`src/rtl/tc_timer_pkg.sv`:
```
// Shared constants for the tc_timer countdown timer: FSM state encodings,
// register word offsets, CTRL bit positions and small CTRL pack helpers.
package tc_timer_pkg;

  // FSM state encodings
  localparam logic [1:0] ST_IDLE = 2'd0;
  localparam logic [1:0] ST_LOAD = 2'd1;
  localparam logic [1:0] ST_CNT  = 2'd2;
  localparam logic [1:0] ST_INT  = 2'd3;

  // Register word offsets (byte address bits [3:2])
  localparam logic [1:0] ADDR_CTRL   = 2'd0;
  localparam logic [1:0] ADDR_PRESET = 2'd1;
  localparam logic [1:0] ADDR_COUNT  = 2'd2;
  localparam logic [1:0] ADDR_RSVD   = 2'd3;

  // CTRL bit positions
  localparam int CTRL_ENABLE_BIT = 0;
  localparam int CTRL_MODE_LSB   = 1;
  localparam int CTRL_MODE_MSB   = 2;
  localparam int CTRL_IM_BIT     = 3;

  // MODE field values; anything other than RELOAD behaves as one-shot
  localparam logic [1:0] MODE_ONESHOT = 2'd0;
  localparam logic [1:0] MODE_RELOAD  = 2'd1;

  typedef struct packed {
    logic       im;
    logic [1:0] mode;
    logic       enable;
  } ctrl_t;

  // Place the CTRL fields at their bit positions; unused bits read as zero.
  function automatic logic [31:0] ctrl_word(input ctrl_t c);
    logic [31:0] w;
    w = '0;
    w[CTRL_ENABLE_BIT]             = c.enable;
    w[CTRL_MODE_MSB:CTRL_MODE_LSB] = c.mode;
    w[CTRL_IM_BIT]                 = c.im;
    return w;
  endfunction

endpackage

```
`src/rtl/tc_timer.sv`:
```
// tc_timer: memory-mapped countdown timer with CTRL/PRESET/COUNT registers,
// a four-state FSM (IDLE, LOAD, CNT, INT) and a maskable interrupt.
// Optional feature macro: TC_MODE1_EN enables MODE=1 auto-reload. Without
// it the MODE field reads as zero, ignores writes, and every expiry is a
// one-shot expiry.
module tc_timer
  import tc_timer_pkg::*;
(
  input  logic        clk,
  input  logic        reset,
  input  logic [1:0]  addr,
  input  logic        we,
  input  logic [31:0] din,
  output logic [31:0] dout,
  output logic        irq
);

  ctrl_t       ctrl;
  logic [31:0] preset;
  logic [31:0] count;
  logic        irq_status;
  logic [1:0]  state;

  logic        ctrl_wr;
  logic        preset_wr;
  logic        count_expiring;
  logic        auto_reload;
  logic [1:0]  mode_in;

  assign ctrl_wr        = we && (addr == ADDR_CTRL);
  assign preset_wr      = we && (addr == ADDR_PRESET);
  assign count_expiring = (count <= 32'd1);

`ifdef TC_MODE1_EN
  assign mode_in     = din[CTRL_MODE_MSB:CTRL_MODE_LSB];
  assign auto_reload = (ctrl.mode == MODE_RELOAD);
`else
  assign mode_in     = MODE_ONESHOT;
  assign auto_reload = 1'b0;
`endif

  // The interrupt line comes only from registered state so it cannot glitch.
  assign irq = ctrl.im & irq_status;

  // Register file and FSM share one block so a bus write to CTRL or PRESET
  // visibly overrides whatever the FSM would have done in the same cycle.
  always_ff @(posedge clk or posedge reset) begin
    if (reset) begin
      ctrl       <= '0;
      preset     <= '0;
      count      <= '0;
      irq_status <= 1'b0;
      state      <= ST_IDLE;
    end else if (ctrl_wr || preset_wr) begin
      if (ctrl_wr) begin
        ctrl.enable <= din[CTRL_ENABLE_BIT];
        ctrl.mode   <= mode_in;
        ctrl.im     <= din[CTRL_IM_BIT];
      end
      if (preset_wr) begin
        preset <= din;
      end
      irq_status <= 1'b0;
      state      <= ST_IDLE;
    end else begin
      case (state)
        ST_IDLE: begin
          if (ctrl.enable) begin
            state <= ST_LOAD;
          end
        end
        ST_LOAD: begin
          count      <= preset;
          irq_status <= 1'b0;
          state      <= ST_CNT;
        end
        ST_CNT: begin
          if (!ctrl.enable) begin
            state <= ST_IDLE;
          end else if (!count_expiring) begin
            count <= count - 32'd1;
          end else begin
            count      <= '0;
            irq_status <= 1'b1;
            state      <= ST_INT;
          end
        end
        ST_INT: begin
          if (auto_reload) begin
            irq_status <= 1'b0;
          end else begin
            ctrl.enable <= 1'b0;
          end
          state <= ST_IDLE;
        end
        default: begin
          state <= ST_IDLE;
        end
      endcase
    end
  end

  // Combinational read mux; shows register contents before any pending write.
  always_comb begin
    dout = '0;
    case (addr)
      ADDR_CTRL:   dout = ctrl_word(ctrl);
      ADDR_PRESET: dout = preset;
      ADDR_COUNT:  dout = count;
      ADDR_RSVD:   dout = '0;
      default:     dout = '0;
    endcase
  end

endmodule
```
`config.mk`:
```
export PLATFORM = sky130hd
export DESIGN_NAME = tc_timer
export DESIGN_NICKNAME = d
export VERILOG_FILES = /design/src/rtl/tc_timer_pkg.sv /design/src/rtl/tc_timer.sv
export SDC_FILE = /design/constraint.sdc
export NUM_CORES = 1
export LEC_CHECK = 0
export CAP_MARGIN = 25
export CORE_MARGIN = 1
export CORE_UTILIZATION = 58
export DETAILED_ROUTE_END_ITERATION = 6
export GPL_TIMING_DRIVEN = 0
export PLACE_DENSITY = 0.89
export SLEW_MARGIN = 20
export SYNTH_ARGS = -nofsm -noshare
export SYNTH_HDL_FRONTEND = slang
export SYNTH_SLANG_ARGS = --single-unit
```
`constraint.sdc`:
```
create_clock -name clk -period 8.15 [get_ports clk]
set_clock_uncertainty 0.2 [all_clocks]
set_input_delay 1.63 -clock clk [delete_from_list [all_inputs] [get_ports clk]]
set_output_delay 1.63 -clock clk [all_outputs]
set_load 0.03 [all_outputs]
```
# Word level (Yosys, flattened, before mapping)
# Index checks and enable logic that the tools add are counted.
# word_totals
in_bits	37
elab_cells	52
out_inout_bits	33
register_bits	69
# op_classes
n_mux	16
n_reduce_logical	14
add_sub_neg	1
n_bitwise	2
n_eq_ne	12
magnitude_cmp	1
# ops
op	count
32-bit case mux with 4 select lines	1
32-bit two-way mux	2
32-bit case mux with 2 select lines	1
32-bit by 1-bit less-or-equal comparator with 1-bit output, second input constant	1
32-bit by 1-bit subtractor with 32-bit output, second input constant	1
3-bit != test, second input constant	3
2-bit == test, second input constant	4
2-bit two-way mux	4
2-bit case mux with 4 select lines	1
2-bit AND reduction	4
1-bit two-way mux	6
3-bit AND reduction	2
2-bit by 1-bit == test with 1-bit output, second input constant	2
2-bit zero test	2
2-bit != test, second input constant	2
4-bit != test, second input constant	1
2-bit nonzero test	2
3-bit nonzero test	1
1-bit logical AND	2
1-bit case mux with 2 select lines	1
1-bit bitwise AND	1
1-bit logical OR	1
1-bit inverter	1

# Logic depth before layout (Yosys ltp)
# logic_depth
word_depth	5
mapped_depth	9
depth_no_buf	7

# Worst setup path before layout
# No wires, ideal clock.
# synth_path
path_type	in2out
startpoint	in addr[1]
endpoint	out dout[0]
slack_ns	3.738
stages	5
n_path_buf	2
arrival_ns	2.582
required_ns	6.320
path_cell_list	nor2b_1 > clkbuf_1 > clkbuf_1 > nand2_1 > o21ai_0
# synth_via
elab_chain_len	2
word_cells_on_any_way	5
classes_between	3 x eq/ne; 1 x mux; 1 x reduce/logical
# synth_rtl
element	line	text
start: declaration	tc_timer.sv:11	input logic [1:0] addr,
2-bit == test (tied with other cells)	tc_timer.sv:106	case (addr)
32-bit case mux with 4 select lines (*)	tc_timer.sv:106	
end: declaration	tc_timer.sv:14	output logic [31:0] dout,
# Every way passes the cells marked *; elsewhere a longest branch is shown, timed or not.

# Worst setup path in the final report
# layout_path
startpoint	in addr[1]
endpoint	out dout[13]
# Same word-level chain as after synthesis.

==> results.py <==
metrics = {
    "run_status": {
        "status": "finished clean",
    },
    "sta": {
        "fin_crit_sh": 0.725,
        "rsz0062_at_grt": "no",
        "finalSetupViolCount": 0,
        "tightest_slew_ns": 0.781,
        "setup_ws_ns": 2.24,
        "hold_violations": 0,
        "period_needed_ns": 5.91,
        "max_clock_freq_mhz": 169,
        "final_max_slew_viol_count": 0,
        "tns_ns": 0,
        "maxSlewHeadroom": 0.472,
    },
    "hold_path": {
        "hp-class": "register to register",
    },
    "global_routing": {
        "grt_pass1_vias": 3759,
        "grt_max_degree": 45,
        "grt_pass1_wl_um": 19400,
        "grt_use_total": 0.350,
        "grt_overflow": 0,
        "antenna_found_initial": 0,
    },
    "synth": {
        "synth_fa_ha_area_frac": 0.0216,
        "syn_area_per_cell_um2": 10.1,
        "async_reset_ff_frac": 1.00,
        "synth_mux_area_frac": 0.0968,
        "synth_edf_count": 0,
        "synth_area_leaders": "dfrtp_1 (43%), a22o_1 (12%), mux2_2 (9.2%)",
        "synth_xor_area_frac": 0,
        "syn-num-nets": 445,
        "synth-seq-cells": 69,
        "synthTopCellsByCount": "dfrtp_1 (69), a22o_1 (56), mux2_2 (33)",
        "synthSimpleGateAreaFrac": 0.139,
        "synth_top_family_by_area": "compound AO/OA/AOI/OAI gates",
        "synth_cell_type_count": 51,
        "syn_area_mm2": 0.00405,
        "synth.yosys.seq_area_share": 0.427,
        "synth_ff_type": "dfrtp_1",
        "yosysTopAreaCell": "dfrtp_1",
        "synth_warnings": 0,
        "postSynthCellCount": 401,
        "yosysMostFrequentCell": "dfrtp_1",
        "synth_compound_area_frac": 0.259,
        "synth_top_area_frac": 0.427,
    },
    "floorplanning": {
        "die_h_um": 85.5,
        "rows": 30,
        "ios": 70,
        "core_area_mm2": 0.00676,
        "die_area_mm2": 0.00731,
        "initial_core_util": 0.599,
        "die_x_um": 85.5,
    },
    "power_and_ir_drop": {
        "vdd.ir_drop.worst_mv": 0.182,
        "cellLeakagePower_nw": 2.08,
        "powerDensity_mw_per_mm2": 350,
    },
    "cts": {
        "postCtsSetupRepairBufs": 0,
        "cts_made_buffers": 9,
        "cts_root_buffer": "clkbuf_8",
        "clk_latency_ns": 0.36,
        "clkSlewWorstSetupHoldPaths_ns": 0.07,
        "cts.path.max_buffers": 2,
        "cts_tree": "yes",
        "clkSinkCount": 69,
        "htreeDepth": 3,
        "cts_hold_buf": 0,
        "cts.repair.resized": 0,
    },
    "placement": {
        "place_hpwl_um": 8150,
        "port_buffers": 69,
        "place_area_mm2": 0.00487,
        "pre_cts_ws_ns": 2.29,
        "gp_congestion": 0.971,
    },
    "layout": {
        "drive_above_1_share": 0.136,
        "nets": 526,
        "area_delta_synth_final_pct": 26.0,
        "diodes": 0,
        "stdcell_area_mm2": 0.00510,
    },
    "flow_run": {
        "max_cap_violations": 0,
    },
    "detailed_routing": {
        "dr.pass1.iters": 5,
        "wl_per_cell_um": 21.4,
        "via_count": 3911,
        "postRouteWirelength_um": 12100,
        "ant_nets": 0,
        "route.detailed.drc": 0,
        "drtIter0Drc": 350,
        "post_drt_via_cell_ratio": 6.90,
    },
    "worst_setup_path": {
        "critPathRequiredTime_ns": 6.32,
        "cp-start-kind": "primary input",
        "critical_path.max_fanout": 10,
        "worst_path_max_delay_cell": "clkdlybuf4s50_1",
        "critPathArrivalTime_ns": 4.08,
        "cp-end-kind": "primary output",
        "crit_path_max_incr_delay_ns": 0.67,
        "crit_type": "primary input to primary output",
        "worstPathCellList": "clkdlybuf4s50_1 > nor2b_1 > clkbuf_1 > clkbuf_1 > a22o_1 > clkdlybuf4s50_1",
    },
}
where the power goes:
group          switching [mW]  internal, mW  leakage, nW  total (mW)
combinational           0.496         0.359         1.12       0.855
clock                   0.144         0.190        0.116       0.334
sequential              0.137         0.458        0.841       0.596
total                   0.777          1.01         2.08        1.78
metal layers:
metal	wire, µm	global-route usage
met1	4970	0.444
met2	5680	0.567
met3	1100	0.0876
met4	389	0.161
met5	0	0
metrics by stage:
step           instances   util  hold WS, ns  total power [mW]
2_1_floorplan        401      -        0.270              1.15
6_report             567  0.755        0.331              1.78
5_1_grt              567  0.755        0.335              1.87
4_1_cts              567  0.755        0.325              1.76
3_5_place_dp         551  0.720        0.307              1.42
3_3_place_gp         550  0.716        0.306              1.38
path summary, 6_finish.rpt:
kind | depth (start not counted) | endpoint | startpoint | slack, ns
max in group asynchronous | 3 | count[25] | reset | 5.80
min in group asynchronous | 2 | preset[9] | reset | 1.40
setup reg to reg | 8 | count[24] | count[0] | 4.71
hold / removal | 1 | count[27] | count[27] | 0.33
hold reg to reg | 1 | count[27] | count[27] | 0.33
setup / recovery | 6 | dout[13] | addr[1] | 2.24
worst max-delay path: cells and delay by family:
kind | cells | cell delay, ns
AND/OR/NAND/NOR | 1 | 0.17
AO/OA/AOI/OAI | 1 | 0.25
buffers and inverters | 4 | 2.01
placed cells by master (no fill, tap or decap), types with 3 or more instances in the layout:
| master | instances |
|---|---|
| o21ai_0 | 23 |
| nand2_1 | 15 |
| nor4_1 | 8 |
| clkbuf_8 | 11 |
| a21oi_1 | 14 |
| dfrtp_1 | 69 |
| buf_2 | 3 |
| clkbuf_1 | 22 |
| buf_6 | 3 |
| or2_2 | 4 |
| nor2b_1 | 3 |
| a22o_1 | 56 |
| nor2_1 | 17 |
| clkdlybuf4s50_1 | 69 |
| or4_1 | 8 |
| o22ai_1 | 5 |
| nor3_1 | 18 |
| nand3_1 | 5 |
| a32o_1 | 5 |
| nand2b_1 | 3 |
| mux2_2 | 33 |
| nand4_1 | 3 |
| o2bb2ai_1 | 6 |
| buf_1 | 4 |
| and3_1 | 4 |
| or3_1 | 7 |
| a22oi_1 | 5 |
| inv_1 | 17 |
| o211ai_1 | 5 |
| ha_1 | 7 |
cell type report:
type	instances	area [µm²]
fill	480	1660
sequential	69	1730
inverter	18	70.1
multi-input combinational	281	2090
clock buffer	11	151
buffer	33	161
tap	80	100
clock inverter	5	81.3
timing repair buffer	70	718
sequential cells by signal, indices dropped and copies added, names as in the netlist:
name and count:
preset 32, irq_status 1, ctrl 2, count 32, state 2
logic make-up (layout without fill, tap and decap cells):
kind of cell / Yosys count / in the layout
adders and majority gates: 7 / 7
muxes: 35 / 35
buffers and inverters: 51 / 137
AOI/OAI and AO/OA: 137 / 137
and+or+nand+nor: 102 / 102
DFF: 69 / 69
(Power assumes the default switching activity.)
